`config.mk`:
```
export PLATFORM = sky130hd
export DESIGN_NAME = idelay_eye_scan_flat
export DESIGN_NICKNAME = d
export VERILOG_FILES = /design/src/rtl/idelay_pkg.sv /design/src/rtl/idelay_eye_scan_if.sv /design/src/rtl/idelay_eye_run_tracker.sv /design/src/rtl/idelay_eye_scan.sv /design/src/flat_wrapper.sv
export SDC_FILE = /design/constraint.sdc
export NUM_CORES = 1
export LEC_CHECK = 0
export CAP_MARGIN = 10
export CORE_MARGIN = 2
export CORE_UTILIZATION = 49
export CTS_CLUSTER_DIAMETER = 30
export CTS_CLUSTER_SIZE = 24
export DETAILED_ROUTE_END_ITERATION = 16
export GPL_ROUTABILITY_DRIVEN = 0
export PLACE_DENSITY_LB_ADDON = 0.3
export SLEW_MARGIN = 20
export SYNTH_ARGS = -nofsm -noshare
export SYNTH_HDL_FRONTEND = slang
export SYNTH_SLANG_ARGS = --single-unit
```
`constraint.sdc`:
```
create_clock -name i_clk160 -period 3.4 [get_ports i_clk160]
set_clock_uncertainty 0.1 [all_clocks]
set_input_delay 0.34 -clock i_clk160 [delete_from_list [all_inputs] [get_ports i_clk160]]
set_output_delay 0.34 -clock i_clk160 [all_outputs]
set_load 0.03 [all_outputs]
```
`src/rtl/idelay_pkg.sv`:
```
// rtl/idelay_pkg.sv - shared state encoding and widths for the IDELAY eye scanner
package idelay_pkg;

    localparam int TAP_W    = 9;
    localparam int ERRCNT_W = 16;
    // Run lengths need one more bit than a tap: a step-1 sweep has 512 points.
    localparam int LEN_W    = TAP_W + 1;

    typedef enum logic [2:0] {
        IDLE,
        WAIT_RDY,
        SETTLE,
        DWELL,
        EVAL,
        NEXT,
        APPLY,
        FIN_RDY
    } state_t;

endpackage

```
`src/rtl/idelay_eye_scan_if.sv`:
```
// rtl/idelay_eye_scan_if.sv - delay-controller and pattern-checker signals seen by the scanner
interface idelay_eye_scan_if;
    import idelay_pkg::*;

    logic [TAP_W-1:0] delay_target;
    logic             delay_ready;
    logic             data_valid;
    logic             data_err;

    modport master (
        output delay_target,
        input  delay_ready,
        input  data_valid,
        input  data_err
    );

    modport slave (
        input  delay_target,
        output delay_ready,
        output data_valid,
        output data_err
    );

endinterface

```
`src/rtl/idelay_eye_run_tracker.sv`:
```
// rtl/idelay_eye_run_tracker.sv - tracks current and widest run of passing scan points
module idelay_eye_run_tracker
    import idelay_pkg::*;
(
    input  logic             i_clk,
    input  logic             i_rst,
    input  logic             i_clear,
    input  logic             i_eval,
    input  logic             i_pass,
    input  logic [TAP_W-1:0] i_tap,
    output logic [TAP_W-1:0] o_best_start,
    output logic [LEN_W-1:0] o_best_len
);

    logic [TAP_W-1:0] r_cur_start;
    logic [LEN_W-1:0] r_cur_len;
    logic [TAP_W-1:0] r_best_start;
    logic [LEN_W-1:0] r_best_len;

    logic [LEN_W-1:0] w_new_len;
    logic [TAP_W-1:0] w_run_start;

    assign w_new_len   = r_cur_len + LEN_W'(1);
    assign w_run_start = (r_cur_len == '0) ? i_tap : r_cur_start;

    // Strict greater-than keeps the earlier window on a tie.
    always_ff @(posedge i_clk) begin
        if (i_rst || i_clear) begin
            r_cur_start  <= '0;
            r_cur_len    <= '0;
            r_best_start <= '0;
            r_best_len   <= '0;
        end else if (i_eval) begin
            if (i_pass) begin
                r_cur_start <= w_run_start;
                r_cur_len   <= w_new_len;
                if (w_new_len > r_best_len) begin
                    r_best_start <= w_run_start;
                    r_best_len   <= w_new_len;
                end
            end else begin
                r_cur_len <= '0;
            end
        end
    end

    assign o_best_start = r_best_start;
    assign o_best_len   = r_best_len;

endmodule

```
`src/rtl/idelay_eye_scan.sv`:
```
// rtl/idelay_eye_scan.sv - IDELAY tap sweep, eye search and centring; IDELAY_SCAN_LOG_EN adds a per-point log port
module idelay_eye_scan
    import idelay_pkg::*;
#(
    parameter int TAP_STEP      = 8,
    parameter int MAX_TAP       = 511,
    parameter int SETTLE_CYCLES = 16,
    parameter int DWELL_WORDS   = 1024,
    parameter int ERR_THRESH    = 0
) (
    input  logic                i_clk160,
    input  logic                i_rst,
    input  logic                i_start,
    idelay_eye_scan_if.master   bus,
    output logic                o_busy,
    output logic                o_done,
    output logic [TAP_W-1:0]    o_best_tap,
    output logic [TAP_W-1:0]    o_eye_width,
    output logic                o_scan_fail
`ifdef IDELAY_SCAN_LOG_EN
    ,
    output logic                o_log_valid,
    output logic [TAP_W-1:0]    o_log_tap,
    output logic [ERRCNT_W-1:0] o_log_errcnt
`endif
);

    localparam int SET_W  = (SETTLE_CYCLES < 2) ? 1 : $clog2(SETTLE_CYCLES + 1);
    localparam int WORD_W = (DWELL_WORDS < 2) ? 1 : $clog2(DWELL_WORDS + 1);

    state_t              r_state;
    state_t              w_state_nxt;
    logic [TAP_W-1:0]    r_delay_target;
    logic                r_busy;
    logic                r_done;
    logic [TAP_W-1:0]    r_best_tap;
    logic [TAP_W-1:0]    r_eye_width;
    logic                r_scan_fail;
    logic [SET_W-1:0]    r_settle_cnt;
    logic [WORD_W-1:0]   r_word_cnt;
    logic [ERRCNT_W-1:0] r_errcnt;

    logic                w_trk_clear;
    logic                w_trk_eval;
    logic                w_pass;
    logic                w_settle_done;
    logic                w_dwell_last;
    logic [TAP_W:0]      w_next_tap;
    logic                w_step_ok;
    logic [TAP_W-1:0]    w_best_start;
    logic [LEN_W-1:0]    w_best_len;
    logic [15:0]         w_span;
    logic [15:0]         w_centre;

    assign w_pass        = (r_errcnt <= ERRCNT_W'(ERR_THRESH));
    assign w_settle_done = (32'(r_settle_cnt) + 32'd1 >= 32'(SETTLE_CYCLES));
    assign w_dwell_last  = bus.data_valid && (32'(r_word_cnt) + 32'd1 == 32'(DWELL_WORDS));
    assign w_next_tap    = {1'b0, r_delay_target} + (TAP_W + 1)'(TAP_STEP);
    assign w_step_ok     = (w_next_tap <= (TAP_W + 1)'(MAX_TAP));
    assign w_span        = 16'(w_best_len - LEN_W'(1)) * 16'(TAP_STEP);
    assign w_centre      = 16'(w_best_start) + (w_span >> 1);

    idelay_eye_run_tracker u_tracker (
        .i_clk        (i_clk160),
        .i_rst        (i_rst),
        .i_clear      (w_trk_clear),
        .i_eval       (w_trk_eval),
        .i_pass       (w_pass),
        .i_tap        (r_delay_target),
        .o_best_start (w_best_start),
        .o_best_len   (w_best_len)
    );

    always_comb begin
        w_state_nxt = r_state;
        w_trk_clear = 1'b0;
        w_trk_eval  = 1'b0;
        unique case (r_state)
            IDLE: begin
                if (i_start) begin
                    w_trk_clear = 1'b1;
                    w_state_nxt = WAIT_RDY;
                end
            end
            WAIT_RDY: if (bus.delay_ready) w_state_nxt = SETTLE;
            SETTLE:   if (w_settle_done)   w_state_nxt = DWELL;
            DWELL:    if (w_dwell_last)    w_state_nxt = EVAL;
            EVAL: begin
                w_trk_eval  = 1'b1;
                w_state_nxt = NEXT;
            end
            NEXT:     w_state_nxt = w_step_ok ? WAIT_RDY : APPLY;
            APPLY:    w_state_nxt = FIN_RDY;
            FIN_RDY:  if (bus.delay_ready) w_state_nxt = IDLE;
            default:  w_state_nxt = IDLE;
        endcase
    end

    always_ff @(posedge i_clk160) begin
        if (i_rst) begin
            r_state        <= IDLE;
            r_delay_target <= '0;
            r_busy         <= 1'b0;
            r_done         <= 1'b0;
            r_best_tap     <= '0;
            r_eye_width    <= '0;
            r_scan_fail    <= 1'b0;
            r_settle_cnt   <= '0;
            r_word_cnt     <= '0;
            r_errcnt       <= '0;
        end else begin
            r_state <= w_state_nxt;
            r_done  <= 1'b0;
            unique case (r_state)
                IDLE: begin
                    if (i_start) begin
                        r_scan_fail    <= 1'b0;
                        r_delay_target <= '0;
                        r_busy         <= 1'b1;
                        r_settle_cnt   <= '0;
                        r_word_cnt     <= '0;
                        r_errcnt       <= '0;
                    end
                end
                WAIT_RDY: r_settle_cnt <= '0;
                SETTLE:   r_settle_cnt <= r_settle_cnt + SET_W'(1);
                DWELL: begin
                    if (bus.data_valid) begin
                        r_word_cnt <= r_word_cnt + WORD_W'(1);
                        if (bus.data_err && (r_errcnt != '1)) begin
                            r_errcnt <= r_errcnt + ERRCNT_W'(1);
                        end
                    end
                end
                NEXT: begin
                    if (w_step_ok) begin
                        r_delay_target <= w_next_tap[TAP_W-1:0];
                        r_settle_cnt   <= '0;
                        r_word_cnt     <= '0;
                        r_errcnt       <= '0;
                    end
                end
                APPLY: begin
                    if (w_best_len == '0) begin
                        r_scan_fail    <= 1'b1;
                        r_best_tap     <= '0;
                        r_eye_width    <= '0;
                        r_delay_target <= '0;
                    end else begin
                        r_best_tap     <= w_centre[TAP_W-1:0];
                        r_eye_width    <= (w_best_len > LEN_W'(511)) ? TAP_W'(511)
                                                                     : w_best_len[TAP_W-1:0];
                        r_delay_target <= w_centre[TAP_W-1:0];
                    end
                end
                FIN_RDY: begin
                    if (bus.delay_ready) begin
                        r_done <= 1'b1;
                        r_busy <= 1'b0;
                    end
                end
                default: ;
            endcase
        end
    end

    assign bus.delay_target = r_delay_target;
    assign o_busy           = r_busy;
    assign o_done           = r_done;
    assign o_best_tap       = r_best_tap;
    assign o_eye_width      = r_eye_width;
    assign o_scan_fail      = r_scan_fail;

`ifdef IDELAY_SCAN_LOG_EN
    assign o_log_valid  = (r_state == EVAL);
    assign o_log_tap    = o_log_valid ? r_delay_target : '0;
    assign o_log_errcnt = o_log_valid ? r_errcnt : '0;
`endif

endmodule

```
`src/flat_wrapper.sv`:
```
// flat-port wrapper written by rule: the top's interface ports become plain ports
module idelay_eye_scan_flat import idelay_pkg::*;
#(
    parameter int TAP_STEP      = 8,
    parameter int MAX_TAP       = 511,
    parameter int SETTLE_CYCLES = 16,
    parameter int DWELL_WORDS   = 1024,
    parameter int ERR_THRESH    = 0
)
  (i_clk160, i_rst, i_start, o_busy, o_done, o_best_tap, o_eye_width, o_scan_fail, bus_delay_target, bus_delay_ready, bus_data_valid, bus_data_err);
  idelay_eye_scan_if bus_i ();
  input  logic i_clk160;
  input  logic i_rst;
  input  logic i_start;
  output logic o_busy;
  output logic o_done;
  output logic [TAP_W-1:0] o_best_tap;
  output logic [TAP_W-1:0] o_eye_width;
  output logic o_scan_fail;
  output wire logic [$bits(bus_i.delay_target)-1:0] bus_delay_target;
  input wire logic [$bits(bus_i.delay_ready)-1:0] bus_delay_ready;
  input wire logic [$bits(bus_i.data_valid)-1:0] bus_data_valid;
  input wire logic [$bits(bus_i.data_err)-1:0] bus_data_err;
  assign bus_delay_target = bus_i.delay_target;
  assign bus_i.delay_ready = bus_delay_ready;
  assign bus_i.data_valid = bus_data_valid;
  assign bus_i.data_err = bus_data_err;
  idelay_eye_scan #(.TAP_STEP(TAP_STEP), .MAX_TAP(MAX_TAP), .SETTLE_CYCLES(SETTLE_CYCLES), .DWELL_WORDS(DWELL_WORDS), .ERR_THRESH(ERR_THRESH)) u_core (.i_clk160(i_clk160), .i_rst(i_rst), .i_start(i_start), .bus(bus_i), .o_busy(o_busy), .o_done(o_done), .o_best_tap(o_best_tap), .o_eye_width(o_eye_width), .o_scan_fail(o_scan_fail));
endmodule
```
==> results.md, run 1 <==
* WL final at 13000 um
* Initial Util at 49.9%
* CORE AREA at 11400 um2
* Largest net degree at the start of global routing at 40
* Footprint of the multi-input gates at 3320 um2
* Global-route wire length before repair at 21600 um
* Layout fillers at 1040
* Non-filler instance count after layout at 865
* Fin. max-slew vios at 0
* # IOs at 36
* Clock Latency Late Sink at 350 ps
* # hold bufs at CTS at 0
* FF+latch area at 2060 um2
* Fin. Hold Viols at 0
* CP Capture Type: flip-flop
* Final setup viols at 0
* Share of layout cells above drive strength 1 at 8.17%
* Routed Antenna Nets at 0
* Tcrit/Tclk final at 92.3%
* Die W at 112 um
* H-tree depth at 3
* Fin Setup TNS at 0 ps
* Vias in the first global route at 4525
* Status: completed
* Wire per inst at 15.0 um
* Worst-Margin Slew at 1030 ps
* Worst EP required at 3590 ps
* LEAKAGE at 2.35 nW
* Fin crit period at 3140 ps
* Pwr Density at 443 nW/um2
* Gr ovfl total at 0
* CTS Buffer Depth at 2
* Initial DRC count at 286
* Syn_area_per_cell at 8.14 um2
* CP Launch Type: flip-flop
* Post-synthesis cell area at 5670 um2
* Primary FF master, synth: dfxtp_1
* Die H at 112 um
* Post-DP Area at 6070 um2
* DIE AREA at 12400 um2
* DP HPWL at 9200 um
* Clk root buf: clkbuf_16
* Max-cap viol count at 0
* Area Growth Syn to Fin at 13.4%
* Max IR drop VDD at 0.000469 V
* Number of synthesized flops with an enable pin at 0
* YS warnings at 0
* CTS Buf Count at 9
* Total GRT Usage at 20.8%
* Cells after synthesis at 697
* CTS tree: yes
* Setup WS pre-CTS at 169 ps
* Hold_ws at 355 ps
* Clock Sink Count at 103
* Crit Path Max Fanout at 9
* Syn nets at 730
* Seq/Total Area, Yosys at 36.4%
* Hold Crit Class: reg2reg
* Std-Cell Rows at 39
* Max_slew headroom at 31.5%
* Post-layout instance area at 6430 um2
* Fraction of registers with async set/reset at 0%
* ANT cells at 0
* Drt pass-1 iters at 5
* Via/cell ratio at 5.81
* Crit Path Class: reg2reg
* Vias at 5028
* Initial antenna violation count at 0
* WP data arrival at 3320 ps
* I/O Buffers at 35
* Synth Register Bits at 103
* Clock Pin Slew Worst Setup and Hold Paths at 70 ps
* Synth unique cells at 70
* PnR worst setup slack at 261 ps
* DRC violations left at 0
* Placed cells at 848
* Fin nets at 750
* Fmax at 0.319 GHz
## power breakdown
part | switching [mW] | internal [mW]
Clock | 0.458 | 0.666
Sequential | 0.0544 | 1.23
Combinational | 0.284 | 0.157
## per-layer routing
metal	vias to the layer above	GRT usage, %	wire [um]
li1	2510	-	-
met1	2366	27.1	5970
met2	130	34.6	6140
met3	22	4.35	645
met4	0	6.91	255
met5	-	0	0
## critical path: stages (launching register included)
cell and delay [ps]:
dfxtp_1 430, ha_1 220, nand3_1 160, nor2_4 190
and3_1 190, xor2_1 250, ha_1 290, nand4_1 110
nor2_1 90, a221oi_1 340, o21a_2 270, buf_4 180
o21ai_0 100, a21oi_1 150
## flip-flops by register name, summed over array words and instances, names as in the netlist
register	count
u_core.r_errcnt	16
u_core.r_word_cnt	11
u_core.u_tracker.o_best_len	10
u_core.u_tracker.r_cur_len	10
u_core.bus.delay_target	9
u_core.o_best_tap	9
u_core.o_eye_width	9
u_core.u_tracker.o_best_start	9
u_core.u_tracker.r_cur_start	9
u_core.r_settle_cnt	5
u_core.r_state	3
u_core.o_busy	1
u_core.o_done	1
u_core.o_scan_fail	1
## per-stage QoR
stage	power (mW)	util [%]
2_1_floorplan	1.63	-
3_3_place_gp	1.74	53.4
3_5_place_dp	1.74	53.4
4_1_cts	2.87	56.2
5_1_grt	2.98	56.6
6_report	2.85	56.6
## cell usage in the layout, fill, tap and decap left out, types with 5 or more instances in the layout
master	count
a21o_1	8
xnor2_1	17
mux2_2	10
nor3b_1	6
nand3b_1	7
buf_4	12
nor4_1	5
xor2_1	18
a21oi_1	65
inv_1	25
and3_1	11
a22oi_1	11
nor2_1	83
dfxtp_1	103
ha_1	26
o21ai_0	28
nand2_1	53
nor3_1	50
nand3_1	28
clkdlybuf4s50_1	34
clkbuf_16	9
and2_1	7
mux2i_1	11
nand4_1	13
## cells by family after synthesis
kind of cell,count (synthesis),synth area share (%)
AOI/OAI and AO/OA,145,15.4
xor gates and xnor gates,35,5.41
adders and majority gates,27,6.09
buffers and inverters,64,5.43
DFF,103,36.4
muxes,22,4.13
and+or+nand+nor,301,27.2
## Yosys cell counts (all sizes together) (17+ instances only)
cell / number / area share [%]
a21oi: 65 / 5.7
o21ai: 30 / 2.6
xor2: 18 / 2.8
nor3: 51 / 4.6
dfxtp: 103 / 36
nand3: 29 / 2.6
nor2: 85 / 5.9
inv: 25 / 1.7
ha: 26 / 5.7
nand2: 54 / 3.6
clkbuf: 28 / 2.0
xnor2: 17 / 2.6
## worst paths after layout
kind / startpoint / to / slack, ps / cells after the start
worst max-delay path: u_core.u_tracker.r_cur_len[0] / u_core.u_tracker.o_best_len[1] / 260 / 13
worst min-delay path: u_core.o_eye_width[3] / u_core.o_eye_width[3] / 350 / 2
worst max register to register: u_core.u_tracker.r_cur_len[0] / u_core.u_tracker.o_best_len[1] / 260 / 13
worst min register to register: u_core.o_eye_width[3] / u_core.o_eye_width[3] / 350 / 2
## area by class of cell
cell class	count	share of cell area (%)
well taps	143	2.78
repair buffers	48	7.08
flip-flops and latches	103	32.1
multi-input cells	530	51.6
clock buffers	11	3.78
clock inverters	5	1.26
inverters	25	1.46
## what timing repair did
action | in CTS | in global routing
endpoints found under the setup margin | 0 | 19
gates resized for setup | 0 | 4
endpoints found under the hold margin | 0 | 0
setup buffers | 0 | 1
Power figures use the tool's default switching activity.
==> run 2, diff against run 1 <==
CTS_CLUSTER_DIAMETER = unset   (was 30)
MAX_ROUTING_LAYER = met4   (was unset)
==> run 2 against run 1 <==
  * Combinational power about the same
  * Hold slack barely moved
  * Register-to-register slack better by 20 ps
  * Clock-buffer cell count did not move
  * Critical path depth unchanged
  * Critical endpoint unchanged
  * Die area is the same
  * Via count up 0.22%
  * Setup slack better by 23 ps
  * Utilization did not move
  * Final cell count unchanged
  * Highest routed layer unchanged
  * Non-clock buffer count unchanged
==> results.md, run 2 (synthesis gave the netlist of run 1 again) <==
* Non-filler instance count after layout at 865 (unchanged)
* WP data arrival at 3300 ps (-20 ps)
* Largest Register: u_core.r_errcnt
* Clock power share at 39.5% (about the same)
* DIE AREA at 12400 um2 (unchanged)
* Std-Cell Rows at 39 (unchanged)
* Fin crit period at 3120 ps (-22.7 ps)
* Total GRT Usage at 21.5% (+0.65 points)
* CORE AREA at 11400 um2 (unchanged)
* Fmax at 0.321 GHz (+0.73%)
* Pwr Density at 443 nW/um2 (about the same)
* Hold Crit Class: reg2reg
* Seq pwr share at 45.1% (about the same)
* Vias at 5039 (+0.22%)
* Met2 WL at 6100 um (-0.57%)
* NetSw at 0.794 mW (-0.25%)
* CP Capture Type: flip-flop
* Clock Latency Late Sink at 350 ps (about the same)
* CTS tree: yes
* Fin. max-slew vios at 0 (unchanged)
* Placed cells at 848 (unchanged)
* Clk root buf: clkbuf_16
* Crit Path Max Fanout at 9 (unchanged)
* Die H at 112 um (unchanged)
* Largest net degree at the start of global routing at 40 (unchanged)
* Final setup viols at 0 (unchanged)
* Clock Sink Count at 103 (unchanged)
* DP HPWL at 9200 um (unchanged)
* Status: completed
* Die W at 112 um (unchanged)
* Met3 Routed Length at 637 um (-1.2%)
* Tcrit/Tclk final at 91.7% (-0.67 points)
* # IOs at 36 (unchanged)
* Largest register FFs at 16 (unchanged)
* Share of layout cells above drive strength 1 at 8.17% (unchanged)
* Global-route wire length before repair at 21600 um (about the same)
* Sw Share at 27.9% (-0.049 points)
* Top Registers: u_core.r_errcnt (16), u_core.r_word_cnt (11)
* Worst EP required at 3590 ps (about the same)
* Initial Util at 49.9% (unchanged)
* Vias in the first global route at 4532 (+0.15%)
* Max_slew headroom at 31.8% (+0.31 points)
* Int Power at 2.05 mW (about the same)
* Routed Antenna Nets at 0 (unchanged)
* Max IR drop VDD at 0.000468 V (-0.27%)
* Worst-Margin Slew at 1020 ps (-4.59 ps)
* Initial antenna violation count at 0 (unchanged)
* Initial DRC count at 297 (+3.8%)
* Post-layout instance area at 6430 um2 (unchanged)
* Gr ovfl total at 0 (unchanged)
* Combinational Power Share at 15.4% (about the same)
* Fin. Hold Viols at 0 (unchanged)
* Drt pass-1 iters at 4 (-1)
* Clock Pin Slew Worst Setup and Hold Paths at 70 ps (about the same)
* Commonest non-fill, non-tap cell in the layout: dfxtp_1
* DRC violations left at 0 (unchanged)
* CP Launch Type: flip-flop
* ANT cells at 0 (unchanged)
* CTS Buf Count at 9 (unchanged)
* Via/cell ratio at 5.83 (+0.22%)
* Crit Path Class: reg2reg
* LEAKAGE at 2.35 nW (unchanged)
* Post-DP Area at 6070 um2 (unchanged)
* CTS Buffer Depth at 2 (unchanged)
* WL final at 13000 um (-0.31%)
* H-tree depth at 3 (unchanged)
* Top sig layer: met4
* Fin nets at 750 (unchanged)
* Met1 wire length at 6010 um (+0.75%)
* Wire per inst at 15.0 um (-0.31%)
* Most frequent cells in the layout: 103 x dfxtp_1, 83 x nor2_1, 65 x a21oi_1, 53 x nand2_1, 50 x nor3_1
* Area Growth Syn to Fin at 13.4% (unchanged)
* Max-cap viol count at 0 (unchanged)
* I/O Buffers at 35 (unchanged)
## run 2: per-layer routing
| layer | track usage [%] | up-vias |
|---|---|---|
| met4 | 5.93 | 0 |
| met5 | - | - |
| met1 | 27.1 | 2376 |
| li1 | - | 2511 |
| met2 | 34.6 | 132 |
| met3 | 5.06 | 20 |
## run 2: area by class of cell
cell class / instances / area (um2)
Clock buffer: 11 / 243
Clock inverter: 5 / 81.3
Tap cell: 143 / 179
Sequential cell: 103 / 2060
Multi-Input combinational cell: 530 / 3320
Timing Repair Buffer: 48 / 455
Fill cell: 1040 / 4940
Inverter: 25 / 93.8
## run 2: stage by stage
step / setup slack (ps) / hold slack [ps] / setup TNS, ps / utilization (%) / power (mW)
floorplan: 435 / 354 / 0 / - / 1.63
global placement: 269 / 339 / 0 / 53.4 / 1.74
detailed placement: 169 / 349 / 0 / 53.4 / 1.74
CTS: 81.0 / 359 / 0 / 56.2 / 2.87
global route: -18.7 / 365 / -18.7 / 56.6 / 2.98
finish: 283 / 355 / 0 / 56.6 / 2.85
## run 2: what timing repair did
item                                    4_1_cts  5_1_grt
gates resized for setup                       0        4
endpoints found under the setup margin        0       19
setup buffers                                 0        1
hold buffers                                  0        0
## run 2: critical path, cell delays in order, from the launching register on
cell      delay, ps
dfxtp_1         430
ha_1            220
nand3_1         160
nor2_4          190
and3_1          190
xor2_1          240
ha_1            290
nand4_1         110
nor2_1           90
a221oi_1        340
o21a_2          270
buf_4           190
o21ai_0          90
a21oi_1         150
## run 2: final timing paths
kind	startpoint	to	slack (ps)	cells after the start
min reg2reg	u_core.o_eye_width[3]	u_core.o_eye_width[3]	350	2
max reg2reg	u_core.u_tracker.r_cur_len[0]	u_core.u_tracker.o_best_len[1]	280	13
max	u_core.u_tracker.r_cur_len[0]	u_core.u_tracker.o_best_len[1]	280	13
min	u_core.o_eye_width[3]	u_core.o_eye_width[3]	350	2
## run 2: power by group through the flow
stage	sequential, mW	combinational (mW)	clock (mW)
2_1_floorplan	1.29	0.342	0
5_1_grt	1.29	0.490	1.20
3_5_place_dp	1.31	0.434	0
4_1_cts	1.28	0.439	1.15
6_report	1.28	0.439	1.12
3_3_place_gp	1.31	0.429	0
